**config.mk**
```make
export PLATFORM = sky130hd
export DESIGN_NAME = uart_rx_core
export DESIGN_NICKNAME = d
export VERILOG_FILES = /design/src/rtl/uart_pkg.sv /design/src/rtl/uart_baud_tick.sv /design/src/rtl/uart_rx_core.sv
export SDC_FILE = /design/constraint.sdc
export NUM_CORES = 1
export LEC_CHECK = 0
export CORE_MARGIN = 2
export CORE_UTILIZATION = 40
export DETAILED_ROUTE_END_ITERATION = 12
export PLACE_DENSITY = 0.56
export SLEW_MARGIN = 5
export SYNTH_ARGS = -nofsm -noshare
export SYNTH_HDL_FRONTEND = slang
export SYNTH_SLANG_ARGS = --single-unit
export TNS_END_PERCENT = 30
```
**constraint.sdc**
```tcl
create_clock -name PCLK -period 3.05 [get_ports PCLK]
set_input_delay 0.4575 -clock PCLK [delete_from_list [all_inputs] [get_ports PCLK]]
set_output_delay 0.4575 -clock PCLK [all_outputs]
set_load 0.02 [all_outputs]
```
**src/rtl/uart_pkg.sv**
```systemverilog
// Shared UART definitions: receiver states, frame configuration and data-length helpers.
package uart_pkg;

    localparam int OVERSAMPLE_DEF = 16;

    // data_bits field encoding
    localparam logic [1:0] DB5 = 2'b00;
    localparam logic [1:0] DB6 = 2'b01;
    localparam logic [1:0] DB7 = 2'b10;
    localparam logic [1:0] DB8 = 2'b11;

    typedef enum logic [2:0] {
        IDLE   = 3'd0,
        START  = 3'd1,
        DATA   = 3'd2,
        PARITY = 3'd3,
        STOP1  = 3'd4,
        STOP2  = 3'd5
    } rx_state_e;

    // Frame format, latched once per character so mid-frame writes cannot corrupt it
    typedef struct packed {
        logic [1:0] data_bits;
        logic       parity_en;
        logic       parity_odd;
        logic       stop2;
    } rx_cfg_t;

    // Index of the last data bit for a given data_bits encoding (N-1)
    function automatic logic [2:0] last_bit_index(input logic [1:0] db);
        logic [2:0] idx;
        idx = 3'd7;
        case (db)
            DB5: idx = 3'd4;
            DB6: idx = 3'd5;
            DB7: idx = 3'd6;
            DB8: idx = 3'd7;
        endcase
        return idx;
    endfunction

endpackage

```
**src/rtl/uart_baud_tick.sv**
```systemverilog
// Oversample tick generator: one PCLK-wide tick every baud_div cycles, idle when baud_div is 0.
module uart_baud_tick #(
    parameter int DIV_W = 16
) (
    input  logic             PCLK,
    input  logic             PRESETn,
    input  logic [DIV_W-1:0] baud_div,
    output logic             tick
);

    logic [DIV_W-1:0] cnt;
    logic             enable;

    assign enable = (baud_div != '0);
    assign tick   = enable && (cnt == '0);

    // Down-counter; the divisor is only read on reload so a change lands at the next period
    always_ff @(posedge PCLK or negedge PRESETn) begin
        if (!PRESETn) begin
            cnt <= '0;
        end else if (!enable) begin
            cnt <= '0;
        end else if (cnt == '0) begin
            cnt <= baud_div - DIV_W'(1);
        end else begin
            cnt <= cnt - DIV_W'(1);
        end
    end

endmodule

```
**src/rtl/uart_rx_core.sv**
```systemverilog
// UART receive core: 16x oversampled start/data/parity/stop decode with a valid/ready holding register.
module uart_rx_core #(
    parameter int OVERSAMPLE = 16,
    parameter int DIV_W      = 16
) (
    input  logic             PCLK,
    input  logic             PRESETn,
    input  logic             RX,
    input  logic [DIV_W-1:0] baud_div,
    input  logic [1:0]       data_bits,
    input  logic             parity_en,
    input  logic             parity_odd,
    input  logic             stop2,
    output logic [7:0]       rx_data,
    output logic             rx_valid,
    input  logic             rx_ready,
    output logic             parity_err,
    output logic             frame_err,
    output logic             break_det,
    output logic             overrun_err,
    output logic             rx_busy
);

    import uart_pkg::*;

    localparam int             PH_W    = $clog2(OVERSAMPLE);
    localparam logic [PH_W-1:0] PH_MID  = PH_W'(OVERSAMPLE / 2 - 1);
    localparam logic [PH_W-1:0] PH_LAST = PH_W'(OVERSAMPLE - 1);

    logic            rx_meta;
    logic            rxs;
    logic            armed;
    logic            tick;
    logic            enable;
    logic            start_edge;
    logic            bit_sample;
    rx_state_e       state;
    logic [PH_W-1:0] phase;
    logic [2:0]      bit_idx;
    logic [7:0]      shreg;
    logic            par_acc;
    logic            all_zero;
    logic            par_err_r;
    logic            frame_r;
    logic            done;
    rx_cfg_t         cfg;
    rx_cfg_t         cfg_in;

    assign enable     = (baud_div != '0);
    assign start_edge = armed && !rxs;
    assign bit_sample = tick && (phase == PH_LAST);
    assign rx_busy    = (state != IDLE);

    assign cfg_in.data_bits  = data_bits;
    assign cfg_in.parity_en  = parity_en;
    assign cfg_in.parity_odd = parity_odd;
    assign cfg_in.stop2      = stop2;

    uart_baud_tick #(
        .DIV_W(DIV_W)
    ) u_tick (
        .PCLK     (PCLK),
        .PRESETn  (PRESETn),
        .baud_div (baud_div),
        .tick     (tick)
    );

    // Two-flop synchronizer, preset high to match an idle line
    always_ff @(posedge PCLK or negedge PRESETn) begin
        if (!PRESETn) begin
            rx_meta <= 1'b1;
            rxs     <= 1'b1;
        end else begin
            rx_meta <= RX;
            rxs     <= rx_meta;
        end
    end

    // Arms start detection only after a high line has been seen in IDLE, so a stuck-low line cannot retrigger
    always_ff @(posedge PCLK or negedge PRESETn) begin
        if (!PRESETn) begin
            armed <= 1'b1;
        end else begin
            armed <= (state == IDLE) && rxs;
        end
    end

    // Frame FSM with mid-bit sampling, shift register and per-frame error accumulation
    always_ff @(posedge PCLK or negedge PRESETn) begin
        if (!PRESETn) begin
            state     <= IDLE;
            phase     <= '0;
            bit_idx   <= '0;
            shreg     <= '0;
            par_acc   <= 1'b0;
            all_zero  <= 1'b0;
            par_err_r <= 1'b0;
            frame_r   <= 1'b0;
            done      <= 1'b0;
            cfg       <= '0;
        end else begin
            done <= 1'b0;
            if (!enable) begin
                state <= IDLE;
                phase <= '0;
            end else begin
                case (state)
                    IDLE: begin
                        if (start_edge) begin
                            state <= START;
                            phase <= '0;
                        end
                    end
                    START: begin
                        if (tick) begin
                            if (phase == PH_MID) begin
                                phase <= '0;
                                if (rxs) begin
                                    state <= IDLE;
                                end else begin
                                    state     <= DATA;
                                    cfg       <= cfg_in;
                                    bit_idx   <= '0;
                                    shreg     <= '0;
                                    par_acc   <= 1'b0;
                                    all_zero  <= 1'b1;
                                    par_err_r <= 1'b0;
                                    frame_r   <= 1'b0;
                                end
                            end else begin
                                phase <= phase + PH_W'(1);
                            end
                        end
                    end
                    DATA: begin
                        if (bit_sample) begin
                            phase          <= '0;
                            shreg[bit_idx] <= rxs;
                            par_acc        <= par_acc ^ rxs;
                            all_zero       <= all_zero & ~rxs;
                            if (bit_idx == last_bit_index(cfg.data_bits)) begin
                                state <= cfg.parity_en ? PARITY : STOP1;
                            end else begin
                                bit_idx <= bit_idx + 3'd1;
                            end
                        end else if (tick) begin
                            phase <= phase + PH_W'(1);
                        end
                    end
                    PARITY: begin
                        if (bit_sample) begin
                            phase     <= '0;
                            par_err_r <= ((par_acc ^ rxs) != cfg.parity_odd);
                            all_zero  <= all_zero & ~rxs;
                            state     <= STOP1;
                        end else if (tick) begin
                            phase <= phase + PH_W'(1);
                        end
                    end
                    STOP1: begin
                        if (bit_sample) begin
                            phase    <= '0;
                            frame_r  <= ~rxs;
                            all_zero <= all_zero & ~rxs;
                            if (cfg.stop2) begin
                                state <= STOP2;
                            end else begin
                                state <= IDLE;
                                done  <= 1'b1;
                            end
                        end else if (tick) begin
                            phase <= phase + PH_W'(1);
                        end
                    end
                    STOP2: begin
                        if (bit_sample) begin
                            phase   <= '0;
                            frame_r <= frame_r | ~rxs;
                            state   <= IDLE;
                            done    <= 1'b1;
                        end else if (tick) begin
                            phase <= phase + PH_W'(1);
                        end
                    end
                    default: begin
                        state <= IDLE;
                        phase <= '0;
                    end
                endcase
            end
        end
    end

    // Holding register: load on completion when free or being consumed, otherwise drop and flag overrun
    always_ff @(posedge PCLK or negedge PRESETn) begin
        if (!PRESETn) begin
            rx_valid    <= 1'b0;
            rx_data     <= '0;
            parity_err  <= 1'b0;
            frame_err   <= 1'b0;
            break_det   <= 1'b0;
            overrun_err <= 1'b0;
        end else begin
            overrun_err <= 1'b0;
            if (done) begin
                if (!rx_valid || rx_ready) begin
                    rx_valid   <= 1'b1;
                    rx_data    <= shreg;
                    parity_err <= par_err_r;
                    frame_err  <= frame_r;
                    break_det  <= all_zero;
                end else begin
                    overrun_err <= 1'b1;
                end
            end else if (rx_valid && rx_ready) begin
                rx_valid <= 1'b0;
            end
        end
    end

endmodule

```
==> impl_metrics.tcl <==
set metrics [dict create \
    postCtsSetupBuffers 0 \
    rr_worst_depth 10 \
    synth_warnings 0 \
    hold_ws_ps 112 \
    r2r_end "u_tick.cnt[14]$_DFF_PN0_" \
    cp.required_ps 3310 \
    tightest_slew_ps 658 \
    grt_max_degree 28 \
    drt_wl_total_mm 8.18 \
    track_usage_pct 19.1 \
    root_buffer "clkbuf_8" \
    reg2reg_slack_ps 410 \
    powerDensity_nw_per_um2 619 \
    synth_top_area_share_pct 42.0 \
    dieWidth_microns 96.2 \
    slowest_delay_ps 410 \
    grt_pass1_vias 2789 \
    synth_area_sq_um 3400 \
    postRouteAntennaNets 0 \
    cp_cell_sequence "or4_4 > or2_1 > nor2_8 > a21oi_1 > ha_1 > nand2_1 > a31oi_1 > nand3_1 > nor4_1 > mux2i_1" \
    rsz0062_at_grt "false" \
    dominantRegCellSynth "dfrtp_1" \
    dp.cells 501 \
    synthTopCellsByCount "dfrtp_1, nor2_1, o21ai_0" \
    synth_edf_count 0 \
    start_util_pct 41.3 \
    status "finished clean" \
    yosysTopAreaCell "dfrtp_1" \
    synthCells 358 \
    first_iter_violations 95 \
    fillers 795 \
    crit_buf_inv 0 \
    power.total_mw 2.56 \
    timing.rr.start "u_tick.cnt[2]$_DFF_PN0_" \
    grt_pass1_wl_mm 13.6 \
    n_antenna_cell 0 \
    clock_path_buffers 2 \
    clock-sinks 60 \
    insertion_delay_ps 340 \
    ys_seq_elements 60 \
    cpLargestDelayFamily "simple AND/OR/NAND/NOR gates" \
    hold_class "in -> async" \
    synth_area_leaders "dfrtp_1, o21ai_0, nor2_1" \
    cp-start-kind "register" \
    syn_nets 387 \
    synth.distinct_cells 62 \
    area_growth_pct 21.8 \
    fin_nets 436 \
    placementRows 33 \
    syn_avg_cell_area_sq_um 9.49 \
    min_period_over_period_pct 86.7 \
    cts_inserted_buffers 9 \
    dp_slack_ps 123 \
    synth-seq-area-share_pct 44.3 \
    critPathKind "reg -> reg" \
    cpMaxStageDelayCell "nor4_1" \
    setup_slack_ps 405 \
    post_drt_wl_per_cell_microns 15.8 \
    end_kind "register" \
    fin_crit_ps 2640 \
    p_leak_nw 1.77 \
    pin_count 39 \
    cp.arrival_ps 2900 \
    routed_via_density 5.58 \
    path_clk_slew_ps 80 \
    fmax_mhz 378 \
    vias 2886 \
    dr.pass1.iters 4 \
    final_hold_viol_count 0 \
    stdcell_count 517 \
    finalSetupTns_ps 0 \
    hpwl_mm 5.97 \
    stdcell_area_sq_um 4140 \
    ctsResizeCount 0 \
    die-area_sq_um 9250 \
    globalRouteOverflowTotal 0 \
    post-route-util_pct 50.4 \
    drv_slew 0 \
    ctsHtreeMaxLevel 3 \
    cp_max_fo 6 \
    vdd_ir_drop_max_v 0.000260 \
    antenna_found_initial 0 \
    io_buffers 38 \
    setup_viol 0 \
    slew_headroom_pct 55.8 \
    async_reset_ff_share_pct 100 \
    gp_congestion 0.858 \
    core-area_sq_um 8220 \
    dpl-instance-area_sq_um 3940 \
    drcViolationCount 0 \
    drive_gt1_share_pct 16.7 \
    yosysMostFrequentCell "dfrtp_1" \
    fin_worst_skew_ps 15.7 \
    cap_violations 0 \
    cts_hold_buf 0 \
    fp.dieH_microns 96.2 \
    cts_tree "done" \
]
## cells by family (layout without fill, tap and decap cells)
group	after synthesis	in the layout	synth area share [%]
buf+inv	26	80	3.83
compound gates	100	100	18.3
simple gates	137	137	22.1
fa+ha+maj	4	4	1.47
mux	20	20	7.18
xor+xnor	11	11	2.84
flops	60	60	44.3
## layout make-up
type	instances	area, sq um	area share [%]
Tap cell	105	131	3.18
Clock inverter	5	60.1	1.45
Sequential cell	60	1510	36.4
Timing Repair Buffer	54	495	12.0
Clock buffer	11	141	3.42
Inverter	10	37.5	0.907
Multi-Input combinational cell	272	1770	42.7
## power by group
| part | internal, mW | switching [mW] | total [mW] |
|---|---|---|---|
| combinational | 0.334 | 0.443 | 0.777 |
| clock | 0.403 | 0.331 | 0.734 |
| sequential | 0.903 | 0.150 | 1.05 |
| total | 1.64 | 0.924 | 2.56 |
## worst max-delay path by stage
stage	from	endpoint	slack, ps	cells past startpoint
5_1_grt	u_tick.cnt[2]$_DFF_PN0_	u_tick.cnt[14]$_DFF_PN0_	270	10
4_1_cts	u_tick.cnt[2]$_DFF_PN0_	u_tick.cnt[14]$_DFF_PN0_	440	10
6_report	u_tick.cnt[2]$_DFF_PN0_	u_tick.cnt[14]$_DFF_PN0_	410	10
3_3_place_gp	baud_div[3]	bit_idx[0]$_DFFE_PN0P_	160	7
2_1_floorplan	u_tick.cnt[1]$_DFF_PN0_	u_tick.cnt[14]$_DFF_PN0_	430	13
3_5_place_dp	baud_div[3]	bit_idx[0]$_DFFE_PN0P_	120	7
## registers in the layout, summed over array words and instances (netlist names), 3 cells and up
signal      count
phase           4
bit_idx         3
rx_data         8
u_tick.cnt     16
shreg           8
cfg             5
state           3
## metal layers
metal / vias up / part of all wire, % / GRT usage, %
met1: 1383 / 47 / 25.3
met5: - / 0 / 0
met3: 13 / 4.6 / 4.54
met2: 77 / 46 / 30.2
met4: 0 / 1.9 / 7.14
li1: 1413 / - / -
## layout by cell type, fill, tap and decap left out, types with 4 or more instances in the layout
master and n:
dfrtp_1 57, nor2_1 38, clkdlybuf4s50_1 37, o21ai_0 35, a21oi_1 25, nand2_1 25
buf_4 16, nor3_1 12, a31oi_1 12, mux2_2 11, inv_1 10, clkbuf_8 10
xnor2_1 9, nand3_1 8, or3_1 7, nor4_1 6, mux2_4 6, o31ai_1 5
nand2b_1 5, ha_1 4
(Power assumes the default switching activity.)
